### src/rtl/cc_speedcounter.sv
// cc_speedcounter: speed-time base for cc_speedcomparator.
// Free-running up-counter that reloads with a level-dependent preload when the
// comparator reports all-ones on T0_InLow. It emits a one-cycle tick once per period.
// The speed level saturates at both ends and is stepped by edge-detected up/down requests.
// A higher level gives a larger preload, which shortens the period.
module cc_speedcounter #(
    parameter int SPEEDCOUNTER_DATAWIDTH  = 23,
    parameter int SPEEDCOUNTER_LEVELWIDTH = 3,
    parameter int SPEEDCOUNTER_LEVELS     = 8,
    parameter logic [SPEEDCOUNTER_DATAWIDTH-1:0] SPEEDCOUNTER_STEP = 23'h0F0000
) (
    input  logic                                 CC_SPEEDCOUNTER_CLOCK_50,
    input  logic                                 CC_SPEEDCOUNTER_RESET_InHigh,
    input  logic                                 CC_SPEEDCOUNTER_enable_InHigh,
    input  logic                                 CC_SPEEDCOUNTER_clear_InHigh,
    input  logic                                 CC_SPEEDCOUNTER_levelUp_InHigh,
    input  logic                                 CC_SPEEDCOUNTER_levelDown_InHigh,
    input  logic                                 CC_SPEEDCOUNTER_T0_InLow,
    output logic [SPEEDCOUNTER_DATAWIDTH-1:0]    CC_SPEEDCOUNTER_data_OutBUS,
    output logic [SPEEDCOUNTER_LEVELWIDTH-1:0]   CC_SPEEDCOUNTER_level_OutBUS,
    output logic                                 CC_SPEEDCOUNTER_tick_OutHigh
);

    localparam int DW = SPEEDCOUNTER_DATAWIDTH;
    localparam int LW = SPEEDCOUNTER_LEVELWIDTH;
    localparam logic [LW-1:0] LEVEL_MAX = LW'(SPEEDCOUNTER_LEVELS - 1);

    // The preload is level * STEP at counter width; parameter limits keep it below all-ones.
    function automatic logic [DW-1:0] preload_f(input logic [LW-1:0] lvl);
        logic [DW-1:0] ext;
        ext          = '0;
        ext[LW-1:0]  = lvl;
        return ext * SPEEDCOUNTER_STEP;
    endfunction

    logic [DW-1:0] data_q,  data_d;
    logic          tick_q,  tick_d;
    logic [LW-1:0] level_q, level_d;
    logic          up_q,    dn_q;
    logic          rise_up_s, rise_dn_s;

    assign rise_up_s = CC_SPEEDCOUNTER_levelUp_InHigh   & ~up_q;
    assign rise_dn_s = CC_SPEEDCOUNTER_levelDown_InHigh & ~dn_q;

    // Count next-state: clear beats reload, and reload beats increment. Disabled means hold.
    // Reload uses the registered (old) level, so a same-cycle level step applies to the next period.
    always_comb begin
        data_d = data_q;
        tick_d = 1'b0;
        if (CC_SPEEDCOUNTER_clear_InHigh) begin
            data_d = preload_f(level_q);
            tick_d = 1'b0;
        end else if (CC_SPEEDCOUNTER_enable_InHigh && !CC_SPEEDCOUNTER_T0_InLow) begin
            data_d = preload_f(level_q);
            tick_d = 1'b1;
        end else if (CC_SPEEDCOUNTER_enable_InHigh) begin
            data_d = data_q + DW'(1);
            tick_d = 1'b0;
        end else begin
            data_d = data_q;
            tick_d = 1'b0;
        end
    end

    // Level next-state: a lone rising request moves one step, saturating at both ends.
    // Simultaneous rising requests cancel each other out.
    always_comb begin
        level_d = level_q;
        if (rise_up_s && !rise_dn_s) begin
            if (level_q != LEVEL_MAX) begin
                level_d = level_q + LW'(1);
            end else begin
                level_d = level_q;
            end
        end else if (rise_dn_s && !rise_up_s) begin
            if (level_q != '0) begin
                level_d = level_q - LW'(1);
            end else begin
                level_d = level_q;
            end
        end else begin
            level_d = level_q;
        end
    end

    // State registers. These include the request edge-detect history and are cleared by async reset.
    always_ff @(posedge CC_SPEEDCOUNTER_CLOCK_50 or posedge CC_SPEEDCOUNTER_RESET_InHigh) begin
        if (CC_SPEEDCOUNTER_RESET_InHigh) begin
            data_q  <= '0;
            tick_q  <= 1'b0;
            level_q <= '0;
            up_q    <= 1'b0;
            dn_q    <= 1'b0;
        end else begin
            data_q  <= data_d;
            tick_q  <= tick_d;
            level_q <= level_d;
            up_q    <= CC_SPEEDCOUNTER_levelUp_InHigh;
            dn_q    <= CC_SPEEDCOUNTER_levelDown_InHigh;
        end
    end

    assign CC_SPEEDCOUNTER_data_OutBUS  = data_q;
    assign CC_SPEEDCOUNTER_level_OutBUS = level_q;
    assign CC_SPEEDCOUNTER_tick_OutHigh = tick_q;

endmodule

### config.mk
export PLATFORM = sky130hd
export DESIGN_NAME = cc_speedcounter
export DESIGN_NICKNAME = d
export VERILOG_FILES = /design/src/rtl/cc_speedcounter.sv
export SDC_FILE = /design/constraint.sdc
export NUM_CORES = 1
export LEC_CHECK = 0
export CORE_ASPECT_RATIO = 2
export CORE_MARGIN = 5
export CORE_UTILIZATION = 45
export CTS_CLUSTER_SIZE = 8
export DETAILED_ROUTE_END_ITERATION = 12
export HOLD_SLACK_MARGIN = 0.03
export PLACE_DENSITY = 0.75
export SLEW_MARGIN = 25
export SYNTH_ARGS = -nofsm -noshare
export SYNTH_HDL_FRONTEND = slang
export SYNTH_SLANG_ARGS = --single-unit
export TNS_END_PERCENT = 30
### constraint.sdc
create_clock -name CC_SPEEDCOUNTER_CLOCK_50 -period 2.7 [get_ports CC_SPEEDCOUNTER_CLOCK_50]
set_input_delay 0.405 -clock CC_SPEEDCOUNTER_CLOCK_50 [delete_from_list [all_inputs] [get_ports CC_SPEEDCOUNTER_CLOCK_50]]
set_output_delay 0.405 -clock CC_SPEEDCOUNTER_CLOCK_50 [all_outputs]
set_load 0.01 [all_outputs]
==> out/summary.json <==
{
  "final_layout": {
    "post_route_cells_drive_above_1_share_pct": 7.92,
    "register_area_sq_um": 726,
    "insertedDiodeCount": 0,
    "multi_input_comb_area_sq_um": 1070,
    "area_growth_syn_to_layout_pct": 27.1,
    "utilization_pct": 58.7,
    "final.fill_count": 402,
    "finish.net_count": 259
  },
  "yosys": {
    "synth_commonest_cells": "29 x sky130_fd_sc_hd__dfrtp_1, 19 x sky130_fd_sc_hd__nor2_1, 13 x sky130_fd_sc_hd__nand2_1, 11 x sky130_fd_sc_hd__inv_1, 11 x sky130_fd_sc_hd__nand4_1",
    "synth_seq_cells": 29,
    "mapped_cells": 198,
    "syn_avg_cell_area_sq_um": 9.44,
    "synth.largest_area_cell": "sky130_fd_sc_hd__dfrtp_1",
    "synth_edf_count": 0,
    "ys_dominant_reg_cell": "sky130_fd_sc_hd__dfrtp_1",
    "asyncSetResetFlopFracSynth_pct": 100,
    "synth_top_cell_area_share_pct": 38.8,
    "most_frequent_cell_after_synthesis": "sky130_fd_sc_hd__dfrtp_1",
    "netlist-cell-type-count": 48,
    "synthesis.area_sq_um": 1870,
    "synth.area.top_cells": "sky130_fd_sc_hd__dfrtp_1 39%, sky130_fd_sc_hd__ha_1 6.0%, sky130_fd_sc_hd__fa_1 4.3%, sky130_fd_sc_hd__nor2_1 3.8%, sky130_fd_sc_hd__xnor2_1 3.7%",
    "synth_nets": 218,
    "sequential_share_of_the_synthesized_area_pct": 38.8,
    "ys_warn_count": 0
  },
  "floorplanning": {
    "design.portCount": 34,
    "die_w_um": 55.6,
    "die_y_um": 101,
    "placeableCoreArea_sq_um": 4050,
    "number_of_placement_rows": 33,
    "initial_utilization_pct": 46.2,
    "die_outline_area_sq_um": 5620
  },
  "sta": {
    "period_minus_slack_ns": 2.12,
    "fin_worst_skew_ns": 0.00696,
    "timing.final.setup_violations": 0,
    "finalMaxSlewViolations": 0,
    "max_freq_mhz": 471,
    "rsz_0062_raised_after_global_routing": "false",
    "timing.final.hold_violations": 0,
    "worst-slew-pin-transition_ns": 0.553,
    "min_period_over_period_pct": 78.6,
    "fin_tns_setup_ns": 0,
    "slew-limit-headroom_pct": 62.8
  },
  "route": {
    "drtPass1Iterations": 4,
    "wl_per_cell_um": 16.6,
    "drc": 0,
    "dr.first_iter.drc_count": 37,
    "dr_total_vias": 1678,
    "vias_per_cell": 5.75,
    "final_antenna_net_count": 0,
    "wirelength_um": 4850
  },
  "job": {
    "drv.max_cap_violation_count": 0
  },
  "worst_setup_path": {
    "crit-reg2reg-capture": "CC_SPEEDCOUNTER_data_OutBUS[22]$_DFFE_PP0P_",
    "worst-r2r-setup-slack_ns": 0.58,
    "r2r-start": "CC_SPEEDCOUNTER_level_OutBUS[0]$_DFFE_PP0P_",
    "setup.worst_path.end_class": "flop",
    "worst-endpoint-arrival_ns": 2.32,
    "path_class": "flop to flop",
    "startpoint_type": "flop",
    "worst_ep_required_time_ns": 2.90,
    "path_max_fanout": 3,
    "r2r.worst_path.cells": 8,
    "critical_path.endpoint": "CC_SPEEDCOUNTER_data_OutBUS[22]$_DFFE_PP0P_",
    "worstSetupStartpoint": "CC_SPEEDCOUNTER_level_OutBUS[0]$_DFFE_PP0P_"
  },
  "pwr": {
    "power.density_nw_per_um2": 827,
    "netSwitchingPower_mw": 0.756,
    "power_frac_comb_pct": 51.0,
    "power.static_leakage_nw": 0.986,
    "power_frac_clock_pct": 17.5,
    "internal_power_mw": 1.21,
    "switching_share_pct": 38.5,
    "seq_power_share_pct": 31.6,
    "power.ir.vdd_worst_mv": 0.446
  },
  "clock_network": {
    "cts_buffers": 5,
    "cts.htree.levels": 2,
    "post_cts_resized": 0,
    "clk_pin_slew_worst_paths_ns": 0.06,
    "tritoncts_num_sinks": 29,
    "holdBufCountCts": 0,
    "clock_network_latency_to_the_later_pin_of_the_worst_skew_pair_ns": 0.28,
    "cts_buffer_depth": 2,
    "cts.root.buffer_cell": "sky130_fd_sc_hd__clkbuf_8",
    "tritoncts": "done",
    "post_cts.repair.setup_buffers": 0
  },
  "global_routing": {
    "via_count_of_the_first_global_routing_pass": 1771,
    "track_usage_pct": 18.0,
    "grt_start_max_net_pins": 30,
    "grt_first_pass_wirelength_um": 8020,
    "grt_overflow_total": 0,
    "grt_antenna_before_repair": 0
  },
  "outcome": {
    "status": "finished clean"
  },
  "placed_design": {
    "dp_hpwl_um": 3730,
    "gp_congestion": 0.904,
    "number_of_port_buffers": 33
  },
  "worst_hold_path": {
    "hp-class": "primary input to async pin"
  }
}
[sequential cells by signal, summed over array words and instances (netlist names)]
signal,flops
up_q,1
CC_SPEEDCOUNTER_data_OutBUS,23
dn_q,1
CC_SPEEDCOUNTER_tick_OutHigh,1
CC_SPEEDCOUNTER_level_OutBUS,3
[power by group through the flow]
| stage | logic (mW) | clock network, mW | registers (mW) |
|---|---|---|---|
| finish | 1.00 | 0.343 | 0.621 |
| global route | 1.12 | 0.361 | 0.635 |
| CTS | 1.02 | 0.347 | 0.623 |
| detailed placement | 1.01 | 0 | 0.630 |
| global placement | 0.995 | 0 | 0.628 |
| floorplan | 0.563 | 0 | 0.668 |
[kinds of logic (layout without fill, tap and decap cells)]
kind of cell	after synthesis	in the layout	synth area share [%]
fa+ha+maj	13	13	10.3
buf+inv	19	61	4.15
simple gates	87	87	25.8
compound gates	33	33	12.9
flops	29	29	38.8
mux	1	1	0.535
xor+xnor	16	16	7.50
[how the worst min path moves through the flow]
stage / cells past startpoint / startpoint / slack, ns / to
after detailed placement: 2 / CC_SPEEDCOUNTER_data_OutBUS[22]$_DFFE_PP0P_ / 0.56 / CC_SPEEDCOUNTER_data_OutBUS[22]$_DFFE_PP0P_
after CTS: 3 / CC_SPEEDCOUNTER_RESET_InHigh / 0.50 / CC_SPEEDCOUNTER_data_OutBUS[21]$_DFFE_PP0P_
after global placement: 2 / CC_SPEEDCOUNTER_data_OutBUS[22]$_DFFE_PP0P_ / 0.54 / CC_SPEEDCOUNTER_data_OutBUS[22]$_DFFE_PP0P_
after floorplan: 0 / CC_SPEEDCOUNTER_levelDown_InHigh / 0.44 / dn_q$_DFF_PP0_
after global routing: 3 / CC_SPEEDCOUNTER_RESET_InHigh / 0.56 / CC_SPEEDCOUNTER_data_OutBUS[13]$_DFFE_PP0P_
final: 3 / CC_SPEEDCOUNTER_RESET_InHigh / 0.49 / dn_q$_DFF_PP0_
[area by class of cell]
class | count | share of cell area [%]
clock buffers | 8 | 3.37
inverters | 11 | 1.74
multi-input cells | 150 | 44.9
flip-flops and latches | 29 | 30.5
well taps | 52 | 2.74
repair buffers | 42 | 16.7
[routing by layer]
| layer | vias to the layer above | wire (um) | GRT usage [%] |
|---|---|---|---|
| met5 | - | 0 | 0 |
| met4 | 0 | 193 | 10.5 |
| met3 | 17 | 115 | 2.81 |
| met2 | 33 | 2770 | 35.0 |
| met1 | 830 | 1770 | 17.4 |
| li1 | 798 | - | - |
[layout by cell type (no fill, tap or decap), drive strengths merged, types with 6 or more instances in the layout]
| master | synthesis | routed |
|---|---|---|
| nand4 | 12 | 12 |
| inv | 11 | 11 |
| nor2 | 19 | 19 |
| xnor2 | 8 | 8 |
| ha | 9 | 9 |
| nand3 | 9 | 9 |
| buf | 4 | 9 |
| clkbuf | 4 | 8 |
| dfrtp | 29 | 29 |
| clkdlybuf4s50 | 0 | 33 |
| nor3 | 7 | 7 |
| a21oi | 6 | 6 |
| xor2 | 8 | 8 |
| nand2 | 13 | 13 |
[stage by stage]
stage	total power, mW	hold WS [ns]	cells	cell area (sq um)	setup slack (ns)
floorplan	1.23	0.436	198	1870	0.533
global placement	1.62	0.536	284	2300	0.453
detailed placement	1.64	0.559	284	2300	0.391
CTS	1.99	0.504	292	2380	0.552
global route	2.12	0.556	292	2380	0.440
finish	1.96	0.495	292	2380	0.577
[worst max-delay path, stage by stage, from the launching register on]
cell                        delay (ns)
sky130_fd_sc_hd__dfrtp_1          0.40
sky130_fd_sc_hd__fa_1             0.59
sky130_fd_sc_hd__ha_1             0.17
sky130_fd_sc_hd__inv_1            0.05
sky130_fd_sc_hd__fa_1             0.39
sky130_fd_sc_hd__o21bai_1         0.14
sky130_fd_sc_hd__a21oi_1          0.08
sky130_fd_sc_hd__a2bb2oi_1        0.13
sky130_fd_sc_hd__o211ai_1         0.08
Power figures use the tool's default switching activity.
